[config.mk]
export PLATFORM = sky130hd
export DESIGN_NAME = mesh_nic_fifo_flat
export DESIGN_NICKNAME = d
export VERILOG_FILES = /design/src/rtl/mesh_nic_fifo_if.sv /design/src/rtl/mesh_nic_fifo.sv /design/src/flat_wrapper.sv
export SDC_FILE = /design/constraint.sdc
export NUM_CORES = 1
export LEC_CHECK = 0
export ABC_CLOCK_PERIOD_IN_PS = 3500
export CAP_MARGIN = 5
export CORE_MARGIN = 4
export CORE_UTILIZATION = 45
export CTS_CLUSTER_DIAMETER = 60
export DETAILED_ROUTE_END_ITERATION = 12
export GPL_TIMING_DRIVEN = 0
export PLACE_DENSITY = 0.67
export SYNTH_ARGS = -nofsm -noshare
export SYNTH_HDL_FRONTEND = slang
export SYNTH_SLANG_ARGS = --single-unit
[constraint.sdc]
create_clock -name clk -period 3.5 [get_ports clk]
set_clock_uncertainty 0.15 [all_clocks]
set_input_delay 0.525 -clock clk [delete_from_list [all_inputs] [get_ports clk]]
set_output_delay 0.525 -clock clk [all_outputs]
set_load 0.005 [all_outputs]
[src/rtl/mesh_nic_fifo_if.sv]
// CPU register port and router PE port of the mesh NIC, grouped as one bundle.
// master = CPU/router side, slave = NIC.
interface mesh_nic_fifo_if #(
  parameter int PACKET_WIDTH = 64
) ();
  logic [1:0]              addr;
  logic [PACKET_WIDTH-1:0] d_in;
  logic [PACKET_WIDTH-1:0] d_out;
  logic                    nicEn;
  logic                    nicEnWR;
  logic                    net_si;
  logic                    net_ri;
  logic [PACKET_WIDTH-1:0] net_di;
  logic                    net_so;
  logic                    net_ro;
  logic [PACKET_WIDTH-1:0] net_do;
  logic                    net_polarity;

  modport master (
    output addr, d_in, nicEn, nicEnWR, net_si, net_di, net_ro, net_polarity,
    input  d_out, net_ri, net_so, net_do
  );

  modport slave (
    input  addr, d_in, nicEn, nicEnWR, net_si, net_di, net_ro, net_polarity,
    output d_out, net_ri, net_so, net_do
  );
endinterface

[src/rtl/mesh_nic_fifo.sv]
// Mesh NIC with DEPTH-deep ingress/egress FIFOs; CPU reads are combinational, router accept/send at posedge.
// Backpressure: net_ri drops when ingress is full; egress waits for net_ro and matching polarity.
module mesh_nic_fifo #(
  parameter int PACKET_WIDTH = 64,
  parameter int DEPTH        = 4
) (
  input  logic           clk,
  input  logic           reset,
  mesh_nic_fifo_if.slave bus
);
  localparam int CW = $clog2(DEPTH + 1);
  localparam int AW = $clog2(DEPTH);

  logic [PACKET_WIDTH-1:0] ing_mem [DEPTH];
  logic [AW-1:0]           ing_wr_ptr, ing_rd_ptr;
  logic [CW-1:0]           ing_count;
  logic                    ing_underflow;

  logic [PACKET_WIDTH-1:0] egr_mem [DEPTH];
  logic [AW-1:0]           egr_wr_ptr, egr_rd_ptr;
  logic [CW-1:0]           egr_count;
  logic                    egr_overflow;

  logic ing_nonempty, ing_full, egr_nonempty, egr_full;
  logic cpu_rd, cpu_wr;
  logic ing_push, ing_pop_req, ing_pop, ing_uf_set, ing_st_rd;
  logic egr_push_req, egr_push, egr_pop, egr_ovf_set, egr_st_rd;
  logic [PACKET_WIDTH-1:0] ing_head, egr_head;

  assign ing_nonempty = (ing_count != '0);
  assign ing_full     = (ing_count == CW'(DEPTH));
  assign egr_nonempty = (egr_count != '0);
  assign egr_full     = (egr_count == CW'(DEPTH));
  assign ing_head     = ing_mem[ing_rd_ptr];
  assign egr_head     = egr_mem[egr_rd_ptr];

  assign cpu_rd = bus.nicEn & ~bus.nicEnWR;
  assign cpu_wr = bus.nicEn &  bus.nicEnWR;

  assign bus.net_ri = ~ing_full;
  assign ing_push    = bus.net_si & ~ing_full;
  assign ing_pop_req = cpu_rd & (bus.addr == 2'b00);
  assign ing_pop     = ing_pop_req & ing_nonempty;
  assign ing_uf_set  = ing_pop_req & ~ing_nonempty;
  assign ing_st_rd   = cpu_rd & (bus.addr == 2'b01);

  assign egr_push_req = cpu_wr & (bus.addr == 2'b10);
  assign egr_push     = egr_push_req & ~egr_full;
  assign egr_ovf_set  = egr_push_req & egr_full;
  assign egr_st_rd    = cpu_rd & (bus.addr == 2'b11);

  // Only the packet whose VC bit matches the router's current polarity may leave.
  assign bus.net_so = egr_nonempty & bus.net_ro & (egr_head[PACKET_WIDTH-1] == bus.net_polarity);
  assign egr_pop    = bus.net_so;
  assign bus.net_do = egr_nonempty ? egr_head : '0;

  always_comb begin
    bus.d_out = '0;
    case (bus.addr)
      2'b00:   bus.d_out = ing_nonempty ? ing_head : '0;
      2'b01:   bus.d_out = {{(PACKET_WIDTH-CW-2){1'b0}}, ing_underflow, ing_count, ing_nonempty};
      2'b11:   bus.d_out = {{(PACKET_WIDTH-CW-2){1'b0}}, egr_overflow, egr_count, egr_full};
      default: bus.d_out = '0;
    endcase
  end

  // Storage arrays carry no reset; validity is tracked by the counts.
  always_ff @(posedge clk) begin
    if (ing_push) ing_mem[ing_wr_ptr] <= bus.net_di;
    if (egr_push) egr_mem[egr_wr_ptr] <= bus.d_in;
  end

  always_ff @(posedge clk or posedge reset) begin
    if (reset) begin
      ing_wr_ptr    <= '0;
      ing_rd_ptr    <= '0;
      ing_count     <= '0;
      ing_underflow <= 1'b0;
      egr_wr_ptr    <= '0;
      egr_rd_ptr    <= '0;
      egr_count     <= '0;
      egr_overflow  <= 1'b0;
    end else begin
      if (ing_push) ing_wr_ptr <= ing_wr_ptr + 1'b1;
      if (ing_pop)  ing_rd_ptr <= ing_rd_ptr + 1'b1;
      case ({ing_push, ing_pop})
        2'b10:   ing_count <= ing_count + CW'(1);
        2'b01:   ing_count <= ing_count - CW'(1);
        default: ing_count <= ing_count;
      endcase

      if (egr_push) egr_wr_ptr <= egr_wr_ptr + 1'b1;
      if (egr_pop)  egr_rd_ptr <= egr_rd_ptr + 1'b1;
      case ({egr_push, egr_pop})
        2'b10:   egr_count <= egr_count + CW'(1);
        2'b01:   egr_count <= egr_count - CW'(1);
        default: egr_count <= egr_count;
      endcase

      // A new error in the same cycle as the status read keeps the flag set.
      if (ing_uf_set)     ing_underflow <= 1'b1;
      else if (ing_st_rd) ing_underflow <= 1'b0;
      if (egr_ovf_set)    egr_overflow  <= 1'b1;
      else if (egr_st_rd) egr_overflow  <= 1'b0;
    end
  end
endmodule

[src/flat_wrapper.sv]
// flat-port wrapper written by rule: the top's interface ports become plain ports
module mesh_nic_fifo_flat 
#(
  parameter int PACKET_WIDTH = 64,
  parameter int DEPTH        = 4
)
  (clk, reset, bus_addr, bus_d_in, bus_nicEn, bus_nicEnWR, bus_net_si, bus_net_di, bus_net_ro, bus_net_polarity, bus_d_out, bus_net_ri, bus_net_so, bus_net_do);
  mesh_nic_fifo_if #(.PACKET_WIDTH(PACKET_WIDTH)) bus_i ();
  input  logic clk;
  input  logic reset;
  input wire logic [$bits(bus_i.addr)-1:0] bus_addr;
  input wire logic [$bits(bus_i.d_in)-1:0] bus_d_in;
  input wire logic [$bits(bus_i.nicEn)-1:0] bus_nicEn;
  input wire logic [$bits(bus_i.nicEnWR)-1:0] bus_nicEnWR;
  input wire logic [$bits(bus_i.net_si)-1:0] bus_net_si;
  input wire logic [$bits(bus_i.net_di)-1:0] bus_net_di;
  input wire logic [$bits(bus_i.net_ro)-1:0] bus_net_ro;
  input wire logic [$bits(bus_i.net_polarity)-1:0] bus_net_polarity;
  output wire logic [$bits(bus_i.d_out)-1:0] bus_d_out;
  output wire logic [$bits(bus_i.net_ri)-1:0] bus_net_ri;
  output wire logic [$bits(bus_i.net_so)-1:0] bus_net_so;
  output wire logic [$bits(bus_i.net_do)-1:0] bus_net_do;
  assign bus_i.addr = bus_addr;
  assign bus_i.d_in = bus_d_in;
  assign bus_i.nicEn = bus_nicEn;
  assign bus_i.nicEnWR = bus_nicEnWR;
  assign bus_i.net_si = bus_net_si;
  assign bus_i.net_di = bus_net_di;
  assign bus_i.net_ro = bus_net_ro;
  assign bus_i.net_polarity = bus_net_polarity;
  assign bus_d_out = bus_i.d_out;
  assign bus_net_ri = bus_i.net_ri;
  assign bus_net_so = bus_i.net_so;
  assign bus_net_do = bus_i.net_do;
  mesh_nic_fifo #(.PACKET_WIDTH(PACKET_WIDTH), .DEPTH(DEPTH)) u_core (.clk(clk), .reset(reset), .bus(bus_i));
endmodule
==> results by stage <==
Yosys:
- The number of enable flip-flop cells after synthesis is 512.
- For this run, the leading register cell type out of synthesis is sky130_fd_sc_hd__edfxtp_1.
- In the synthesized netlist the async set-or-reset flop fraction comes to 0.03030.
- Dividing the synthesized area by the synthesized cell count gives 22.20 µm².
- Summing every instance area after synthesis gives 20,420 µm².
- Of the total synthesized cell area, the portion taken by XOR and XNOR cells is 0.006005.
- Sorting the synthesized cells by area gives the leading types as sky130_fd_sc_hd__edfxtp_1 75%, sky130_fd_sc_hd__mux4_2 14%, sky130_fd_sc_hd__and2_1 3.9%.
- The multiplexer fraction of the synthesized cell area is 0.1437.
- The leading cell type by number of instances after synthesis is sky130_fd_sc_hd__edfxtp_1.
- Of the post-synthesis cell area, the dominant cell type holds 0.7529.
- The cell count after synthesis is 920.
- After synthesis, the largest family of logic cells by area is multiplexers.
- The biggest area contributor in the post-synthesis netlist is sky130_fd_sc_hd__edfxtp_1.
- The adder and majority gate portion of the synthesized area is 0.008088.
- Sorting the synthesized cells by how often they occur yields 512 x sky130_fd_sc_hd__edfxtp_1, 127 x sky130_fd_sc_hd__and2_1, 127 x sky130_fd_sc_hd__mux4_2.
- In this run, synthesis produced a sequential element count of 528.
- The synthesized netlist contains 36 unique library cells.
- The simple-gate portion of the synthesized area is 0.04853.
- The post-synthesis sequential area ratio is 0.7725.
- The share of the synthesized area in compound gates (AO/OA/AOI/OAI) was 0.004044.
- During synthesis, Yosys emitted a total of 0 warnings.
- The number of nets in the synthesized netlist is 1,069.

Cells and area:
- The net count of the finished layout is 1,400.
- For this run, the share of the core covered by cells in the final layout is 0.5829.
- The count of filler cells inserted in the layout is 3,327.
- The signed area change from the synthesized netlist to the final layout is 27.04%.
- The number of standard cells in the final layout excluding fillers is 1,891.
- The share of cells above drive strength 1 is 0.2066.

CTS:
- Clock tree synthesis selected as its root buffer the cell sky130_fd_sc_hd__clkbuf_16.
- Clock-pin slew was measured on the worst setup and hold paths at 60 ps.
- For the worst-skew pair, the clock arrives at the later sink with an insertion delay of 600 ps.
- Hold repair after CTS inserted 0 buffers.
- The number of buffers inserted by post-CTS setup repair is 0.
- The TritonCTS clock tree is yes.
- The number of levels the H-tree was split into is 2.
- The clock sink total is 528.
- The number of clock buffers added by TritonCTS is 56.
- The maximum root-to-sink buffer count is 3.
- The number of gates resized after CTS was 4.

Global routing:
- The total routing resource utilization after global routing is 0.1672.
- The first-pass GRT wire length is 63,650 µm.
- The number of antenna violations at the first check in global routing is 6.
- The total overflow left after global routing is 0.
- Entering global routing, the biggest net connects 57 pins.
- The via count of the first global-routing pass is 10,510.

STA:
- The shortest clock period the worst path allows after layout is 3351 ps.
- The total count of max-transition violations in the final report came to 0.
- For the pin with the worst max-slew slack, the measured transition is 733.9 ps.
- Headroom to the max-slew limit came out at 0.5102.
- Setup violations remaining at the end of the flow were counted as 0.
- Setup repair after global routing left no endpoint under its margin.
- In the finished design, the share of the clock period the worst path needs comes to 0.9575.
- The final-layout worst hold slack is 205.4 ps.
- The count of final hold-check violations is 0.
- Across all setup checks in the final design, the least slack found is 148.8 ps.
- Derived from the worst setup path, the maximum achievable clock frequency is 0.2984 GHz.

Worst setup path:
- STA classifies the critical path startpoint as a register.
- STA puts the critical path data required time at 2820 ps.
- The number of buffers and inverters on the critical path is 3.
- The highest fanout seen on the critical path is 10.
- Walking the worst path, the cells encountered are buf_4, clkbuf_1, mux4_2, and2_1, clkdlybuf4s50_1.
- STA puts the critical path data arrival time at 2680 ps.
- The largest individual stage delay along the critical path comes from the cell sky130_fd_sc_hd__clkbuf_1.
- The kind of cell with the highest combined delay along the critical path is buffers and inverters.
- The critical setup path kind is register to output port.
- The kind of end point of the critical path is an output port.
- The delay contributed by the slowest stage of the critical path is 520 ps.

Power and ir drop:
- The share of total power dissipated in sequential elements is 0.406.
- Overall power consumption after layout is estimated at 19,660 µW.
- The clock network power share is 0.294.
- VDD sags by at most 0.4888 mV.
- The static leakage is 0.008495 µW.
- Of the total power, the share spent switching nets is 0.2598.
- The switching component of the power is 5109 µW.
- Power spread over the standard cell area amounts to 758.0 nW/µm².
- The combinational group share of total power is 0.300.
- The internal power of the cells totals 14,560 µW.

Detailed routing:
- The detailed-route via count is 9,845.
- For this run, the detailed router's first-pass iteration total came to 5.
- The post-detailed-route via-to-cell ratio is 5.206.
- In this run the remaining antenna-violating nets after routing total 0.
- The per-cell routed wire length is 21.69 µm.
- The detailed router used layers up to and including met5.
- In the detailed route, the total length drawn on met2 is 19,710 µm.
- After detailed routing, the number of remaining DRC violations is 0.
- The met3 wire length is 3290 µm.
- The overall routed net length is 41,010 µm.
- The detailed router finished its first iteration with 783 violations.
- The detailed router put a total of 17,200 µm of wire on met1.

Place:
- The port buffer count is 266.
- Before CTS, the worst setup slack after placement is -489.5 ps.
- The wire-length estimate of the detail-placed layout is 25,870 µm.
- After detailed placement, the design holds a cell count of 1,786.
- The placer congestion estimate is 0.7195.

Floorplan:
- For this configuration, the core starts out at a cell density of 0.4588.
- The die area is 48,850 µm².
- The die is 221.0 µm wide.
- Pin placement for this block handled 267 I/O pins.
- The die is 221.0 µm tall.
- The placeable core region is 44,510 µm².
- The cell row count is 77.

Worst hold path:
- The worst hold path belongs to the class input pin to async pin.

Status:
- The run finished with clean final reports.

Job:
- The tool flagged a number of max-cap violations equal to 0.
==> state kept, by name (all words and copies together), names as in the netlist <==
register,count
u_core.egr_mem,256
u_core.ing_mem,256
u_core.egr_count,3
u_core.ing_count,3
u_core.egr_rd_ptr,2
u_core.egr_wr_ptr,2
u_core.ing_rd_ptr,2
u_core.ing_wr_ptr,2
u_core.egr_overflow,1
u_core.ing_underflow,1
==> final cells by class <==
type / count / area (µm²) / share of cell area
sequential: 528 / 15780 / 0.6081
multi-input combinational: 332 / 4349 / 0.1676
inverter: 16 / 60.06 / 0.002315
clock inverter: 36 / 314.1 / 0.01211
timing repair buffer: 274 / 2868 / 0.1105
clock buffer: 68 / 1529 / 0.05893
buffer: 43 / 302.8 / 0.01167
tap: 592 / 740.7 / 0.02855
antenna: 2 / 5.005 / 0.0001929
==> power groups by stage <==
stage | clock network [µW] | registers [µW] | logic, µW
3_5_place_dp | 0 | 8110 | 6030
3_3_place_gp | 0 | 8170 | 5860
2_1_floorplan | 0 | 8090 | 3440
5_1_grt | 6220 | 8040 | 6400
4_1_cts | 5950 | 7980 | 6060
6_report | 5790 | 7980 | 5900
==> cell usage in the layout (no fill, tap or decap), drive strengths merged, types with 2 or more instances in the layout <==
master and count:
edfxtp 512, clkdlybuf4s50 266, mux4 127, and2 127, clkbuf 89, buf 30
clkinv 26, inv 20, dfrtp 16, ha 10, xnor2 8, o21ai 6
xor2 6, nor2 6, and3 5, mux2i 4, nand3 4, bufinv 4
nand2 3, nor3b 3, a31oi 3, mux2 3, diode 2, o31ai 2
a21oi 2, fa 2, clkinvlp 2, or3 2, nor3 2
==> layer usage <==
layer | up-vias | GRT usage
met5 | - | 0
met4 | 6 | 0.04490
met3 | 62 | 0.05460
met2 | 299 | 0.2667
met1 | 5078 | 0.2252
li1 | 4400 | -
==> final timing paths <==
kind                                            from                   end  slack [ps]  cells after the start
worst max-delay path            u_core.ing_rd_ptr[1]         bus_d_out[11]         150                      5
worst min-delay path                           reset  u_core.egr_rd_ptr[1]         210                      2
worst max register to register  u_core.egr_rd_ptr[0]   u_core.egr_count[2]         760                     11
worst min register to register   u_core.ing_count[0]   u_core.ing_count[0]         380                      1
max in group asynchronous                      reset  u_core.egr_rd_ptr[0]        2520                      2
min in group clk                 u_core.ing_count[0]   u_core.ing_count[0]         380                      1
==> through the flow <==
step / instance area, µm² / TNS (ps)
after global placement: 23820 / -687630
after floorplan: 20420 / 0
after global routing: 25940 / 0
after detailed placement: 24060 / -23010
final: 25940 / 0
after CTS: 25920 / 0
==> cell families (layout without fill, tap and decap cells) <==
kind of cell    after synthesis  after routing
compound gates               14             14
xor+xnor                     14             14
simple gates                158            158
mux                         134            134
other cells                   0              2
flops                       528            528
buf+inv                      60            437
fa+ha+maj                    12             12
Power figures use the tool's default switching activity.
==> RTL change 1, RTL diff (same settings) <==
`PACKET_WIDTH` is set to 64 in 3 places; all go to 32.
--- a/src/rtl/mesh_nic_fifo_if.sv
+++ b/src/rtl/mesh_nic_fifo_if.sv
@@ -1,7 +1,7 @@
 // CPU register port and router PE port of the mesh NIC, grouped as one bundle.
 // master = CPU/router side, slave = NIC.
 interface mesh_nic_fifo_if #(
-  parameter int PACKET_WIDTH = 64
+  parameter int PACKET_WIDTH = 32
 ) ();
   logic [1:0]              addr;
   logic [PACKET_WIDTH-1:0] d_in;
--- a/src/rtl/mesh_nic_fifo.sv
+++ b/src/rtl/mesh_nic_fifo.sv
@@ -1,7 +1,7 @@
 // Mesh NIC with DEPTH-deep ingress/egress FIFOs; CPU reads are combinational, router accept/send at posedge.
 // Backpressure: net_ri drops when ingress is full; egress waits for net_ro and matching polarity.
 module mesh_nic_fifo #(
-  parameter int PACKET_WIDTH = 64,
+  parameter int PACKET_WIDTH = 32,
   parameter int DEPTH        = 4
 ) (
   input  logic           clk,
--- a/src/flat_wrapper.sv
+++ b/src/flat_wrapper.sv
@@ -1,7 +1,7 @@
 // flat-port wrapper written by rule: the top's interface ports become plain ports
 module mesh_nic_fifo_flat 
 #(
-  parameter int PACKET_WIDTH = 64,
+  parameter int PACKET_WIDTH = 32,
   parameter int DEPTH        = 4
 )
   (clk, reset, bus_addr, bus_d_in, bus_nicEn, bus_nicEnWR, bus_net_si, bus_net_di, bus_net_ro, bus_net_polarity, bus_d_out, bus_net_ri, bus_net_so, bus_net_do);
Interface: changed (resized bus_d_in, bus_d_out, bus_net_di and bus_net_do); port bits go from 267 to 139. The function was not compared with the original's and may differ.
==> RTL change 1 against the unedited design <==
- sequential cell count decreased by 256
- final area decreased by 48%
- wire length decreased by 50%
- synthesized area decreased by 47%
- setup slack improved by 0.077 ns
- via count decreased by 46%
- total power decreased by 48%
- hold slack got worse by 0.025 ns
- largest cell class unchanged
==> RTL change 1: results (changes against the unedited design) <==
| Metric | Value |
|---|---|
| Post-Route WL | `20.4 mm (-50%)` |
| DR iter-0 viols | `221 (-72%)` |
| EDFF count, synth | `256 (-50%)` |
| Initial antenna violation count | `3 (-3)` |
| Leak | `4.56 nW (-46%)` |
| Worst skew pair latency | `0.53 ns (-0.07 ns)` |
| Post-DP HPWL | `13.2 mm (-49%)` |
| Worst R2R Setup Slack | `0.80 ns (+0.04 ns)` |
| Post-route ant nets | `0 (unchanged)` |
| Register area share after synthesis | `0.750 (-0.0223)` |
| GPL Wtd Cong | `0.720 (about the same)` |
| Nets@finish | `764 (-45%)` |
| Status | `completed` |
| Share of cells above drive strength 1 | `0.207 (+0.000217)` |
| Largest net degree at the start of global routing | `33 (-42%)` |
| Met3 wire len | `1.52 mm (-54%)` |
| WHS | `0.181 ns (-0.0248 ns)` |
| Async set-reset flop share out of synthesis | `0.0588 (+0.0285)` |
| Fillcell total | `1782 (-46%)` |
| Number of diodes | `0 (-2)` |
| Met1 wire length | `8.10 mm (-53%)` |
| DR vias/cell | `5.17 (-0.63%)` |
| Largest regs | `u_core.egr_mem (128), u_core.ing_mem (128)` |
| Worst hold path class | `primary input to register` |
| Slowest CP cell | `clkdlybuf4s50_1` |
| Iteration count of the initial detailed-routing pass | `4 (-1)` |
| H-Tree Depth | `1 (-1)` |
| Worst-Margin Slew | `0.926 ns (+0.192 ns)` |
| Max VDD drop | `0.460 mV (-5.8%)` |
| Post-synthesis cell type count | `35 (-2.8%)` |
| Num CTS Buffers | `28 (-50%)` |
| GRT Total Usage | `0.155 (-0.0121)` |
| Met2 wire length | `10.4 mm (-47%)` |
| Critical Path AT | `2.60 ns (-0.08 ns)` |
| Vias in the first global route | `5816 (-45%)` |
| Syn Nets | `594 (-44%)` |
| Top cell types by occurrence after synthesis | `256 x edfxtp_1, 63 x and2_1, 59 x mux4_2` |
| Clock buffer depth | `3 (unchanged)` |
| First-pass GRT wire length | `32.2 mm (-49%)` |
| Buffers on Ports | `137 (-48%)` |
RTL change 1: worst max path at each step:
stage	depth (start not counted)	startpoint	end
final	6	bus_addr[1]	bus_d_out[16]
after global routing	6	bus_addr[1]	bus_d_out[1]
after CTS	6	bus_addr[1]	bus_d_out[28]
after floorplan	5	bus_addr[0]	u_core.egr_mem[0][0]
after detailed placement	6	bus_addr[1]	bus_d_out[28]
after global placement	5	bus_nicEn	u_core.egr_mem[0][6]
RTL change 1: cells by family (layout without fill, tap and decap cells):
kind of cell             count (synthesis)  count (layout)  share of synthesized area
buffers and inverters                   37             229                     0.0210
AO/OA/AOI/OAI                           14              14                    0.00928
adder cells (fa/ha/maj)                 12              12                     0.0153
flip-flops                             272             272                      0.750
AND/OR/NAND/NOR                         88              88                     0.0505
XOR/XNOR                                14              14                     0.0114
multiplexers                            72              72                      0.142
RTL change 1: metal layers:
metal  vias to the layer above  track usage
li1                       2363            -
met1                      2727        0.192
met2                       147        0.273
met3                        34       0.0483
met4                         6       0.0278
met5                         -            0
RTL change 1: stage by stage:
step	cells	TNS (ns)	setup slack (ns)	area, µm²	util
finish	1020	0	0.225	13600	0.576
global placement	965	-0.0861	-0.00483	12600	0.533
detailed placement	968	0	0.0443	12600	0.536
floorplan	509	0	0.976	10800	-
CTS	1020	0	0.0282	13600	0.576
global route	1020	0	0.0197	13600	0.576
RTL change 1: final cells by class:
cell class | count | area (µm²) | share of cell area
sequential | 272 | 8090 | 0.597
multi-input combinational | 200 | 2480 | 0.183
timing repair buffer | 140 | 1430 | 0.106
clock buffer | 44 | 862 | 0.0636
tap | 319 | 399 | 0.0294
buffer | 24 | 180 | 0.0133
clock inverter | 8 | 72.6 | 0.00535
inverter | 13 | 48.8 | 0.00360
RTL change 1: repair_timing:
| item | 4_1_cts | 5_1_grt |
|---|---|---|
| buffers inserted | 0 | 0 |
| resized for setup | 0 | 4 |
| endpoints found under the setup margin | 0 | 20 |
RTL change 1: report_power, final:
part / switching, W / total, W / internal [W]
clock: 0.00115 / 0.00291 / 0.00176
combinational: 0.00134 / 0.00315 / 0.00180
sequential: 0.000135 / 0.00417 / 0.00403
RTL change 1: critical path, delay by kind of cell:
family	cells	cell delay, ns
and+or+nand+nor	2	0.60
buffers and inverters	4	1.47
==> RTL change 2, RTL diff (config.mk and constraints unchanged) <==
Made on the original files. Remove the case item `2'b01` of the case on `bus.addr`.
--- a/src/rtl/mesh_nic_fifo.sv
+++ b/src/rtl/mesh_nic_fifo.sv
@@ -58,7 +58,6 @@
     bus.d_out = '0;
     case (bus.addr)
       2'b00:   bus.d_out = ing_nonempty ? ing_head : '0;
-      2'b01:   bus.d_out = {{(PACKET_WIDTH-CW-2){1'b0}}, ing_underflow, ing_count, ing_nonempty};
       2'b11:   bus.d_out = {{(PACKET_WIDTH-CW-2){1'b0}}, egr_overflow, egr_count, egr_full};
       default: bus.d_out = '0;
     endcase
Check against the original RTL: not equivalent (a bounded check fails within 4 cycles, from zero or initial values and one cycle with reset high).
==> RTL change 2 against the unedited design <==
- final area down 1.2%
- core utilization is 0.58 points lower
- synthesized cell count fell by 1.5%
- total power down 4.3%
- critical path depth up 2
- sequential power barely moved
- setup slack worse by 0.0055 ns
- synthesized area is 0.45% lower
- via count is 1.1% lower
- die area is 0.43% lower
- maximum frequency shrank 0.16%
- sequential cell count down 1
- wire length down 0.56%
- largest power group unchanged
==> RTL change 2: results (changes against the unedited design) <==
| Metric | Value |
|---|---|
| Postcts setup bufs | `0 (unchanged)` |
| GPL Wtd Cong | `0.700 (-2.7%)` |
| Largest net degree at the start of global routing | `58 (+1.8%)` |
| Clock buffer depth | `3 (unchanged)` |
| EDFF count, synth | `512 (unchanged)` |
| Post-synthesis cell type count | `29 (-19%)` |
| Worst hold path class | `primary input to asynchronous set/reset pin` |
| Share of cells above drive strength 1 | `0.197 (-0.00960)` |
| DR vias/cell | `5.20 (about the same)` |
| H-Tree Depth | `2 (unchanged)` |
| Async set-reset flop share out of synthesis | `0.0285 (-0.00184)` |
| Vias in the first global route | `10300 (-1.8%)` |
| Reg-to-Reg Start | `u_core.egr_rd_ptr[0]` |
| Worst R2R Setup Slack | `0.87 ns (+0.11 ns)` |
| Global routing usage on met2 | `0.267 (+0.000427)` |
| Iteration count of the initial detailed-routing pass | `6 (+1)` |
| Register area share after synthesis | `0.775 (+0.00224)` |
| Placed cell area | `24000 µm² (-0.38%)` |
| Grt peak-use layer | `met2` |
| Largest family of logic cells by synthesized area | `multiplexers` |
| Leak | `8.36 nW (-1.6%)` |
| Critical Path AT | `2.68 ns (about the same)` |
| CTS clk-pin slew, worst paths | `0.06 ns (about the same)` |
| Syn Nets | `1058 (-1.0%)` |
| Max incr delay on CP | `0.58 ns (+0.06 ns)` |
| Top post-synthesis cells by area | `edfxtp_1 76%, mux4_2 14%, and2_1 3.9%` |
| Met3 usage | `0.0608 (+0.00624)` |
| Reg2Reg Depth | `10 (-1)` |
| Fillcell total | `3295 (-0.96%)` |
| Worst-Margin Slew | `0.784 ns (+0.0500 ns)` |
| Worst skew pair latency | `0.58 ns (-0.02 ns)` |
| First-pass GRT wire length | `62.0 mm (-2.5%)` |
| GRT Total Usage | `0.169 (+0.00164)` |
| Max VDD drop | `0.486 mV (-0.59%)` |
| Synth Area in Adders | `0.00997 (+0.00188)` |
| Initial antenna violation count | `6 (unchanged)` |
| Synth Area in XOR/XNOR | `0.00603 (+0.0000270)` |
| Multiplexer area fraction after synthesis | `0.144 (about the same)` |
| Synth Area in Compound Gates | `0.00437 (+0.000326)` |
| Family with the most delay on the worst path | `buffers and inverters` |
| Post-DP HPWL | `26.5 mm (+2.5%)` |
| Num CTS Buffers | `53 (-5.4%)` |
| Largest regs | `u_core.egr_mem (256), u_core.ing_mem (256)` |
| Number of diodes | `0 (-2)` |
| Top cell types by occurrence after synthesis | `512 x edfxtp_1, 127 x mux4_2, 126 x and2_1` |
| Reg2reg end | `u_core.egr_count[2]` |
| Top FF cell, synth | `edfxtp_1` |
| Crit-path max FO | `10 (unchanged)` |
| Status | `completed` |
| DR iter-0 viols | `677 (-14%)` |
| M1 GR Usage | `0.224 (-0.000881)` |
| Nets@finish | `1386 (-1.0%)` |
| Root Buffer | `clkbuf_16` |
| Drt wl/cell | `21.8 µm (+0.50%)` |
| Slowest CP cell | `clkdlybuf4s50_1` |
| Buffers on Ports | `266 (unchanged)` |
## RTL change 2: area by class of cell
cell class	count	area (µm²)	area share
repair buffers	274	2870	0.112
well taps	592	741	0.0289
clock inverters	27	189	0.00737
plain buffers	41	304	0.0119
multi-input cells	322	4280	0.167
clock buffers	73	1440	0.0563
flip-flops and latches	527	15800	0.614
inverters	15	56.3	0.00220
## RTL change 2: power breakdown
group	leakage (nW)	switching [W]	total, W	internal (W)
combinational	2.75	0.00238	0.00556	0.00318
sequential	4.83	0.000203	0.00796	0.00776
clock	0.779	0.00227	0.00530	0.00303
total	8.36	0.00485	0.0188	0.0140
## RTL change 2: stage by stage
stage	hold slack, ns	setup WS, ns	cells	power [W]
final	0.238	0.143	1871	0.0188
after detailed placement	0.345	-0.518	1772	0.0138
after global placement	0.339	-1.69	1764	0.0137
after global routing	0.252	0.00225	1871	0.0198
after floorplan	0.276	0.201	906	0.0114
after CTS	0.215	0.0166	1871	0.0191
## RTL change 2: how the worst max path moves through the flow
stage / start / end / slack (ns) / cells after the start
after floorplan: bus_addr[0] / u_core.egr_mem[2][0] / 0.20 / 5
after global placement: bus_addr[1] / u_core.egr_mem[0][26] / -1.69 / 5
after detailed placement: bus_addr[1] / bus_d_out[61] / -0.52 / 7
after CTS: bus_addr[1] / bus_d_out[61] / 0.02 / 7
after global routing: bus_addr[1] / bus_d_out[0] / 0.002 / 7
final: bus_addr[1] / bus_d_out[3] / 0.14 / 7
## RTL change 2: what timing repair did
item	CTS	global route
pin swaps	0	1
endpoints found under the setup margin	124	33
gates resized for setup	13	11
## RTL change 2: layer usage
metal	up-vias	wire length, µm
met1	5043	16600
li1	4330	-
met2	281	19800
met5	-	64
met4	10	767
met3	69	3600
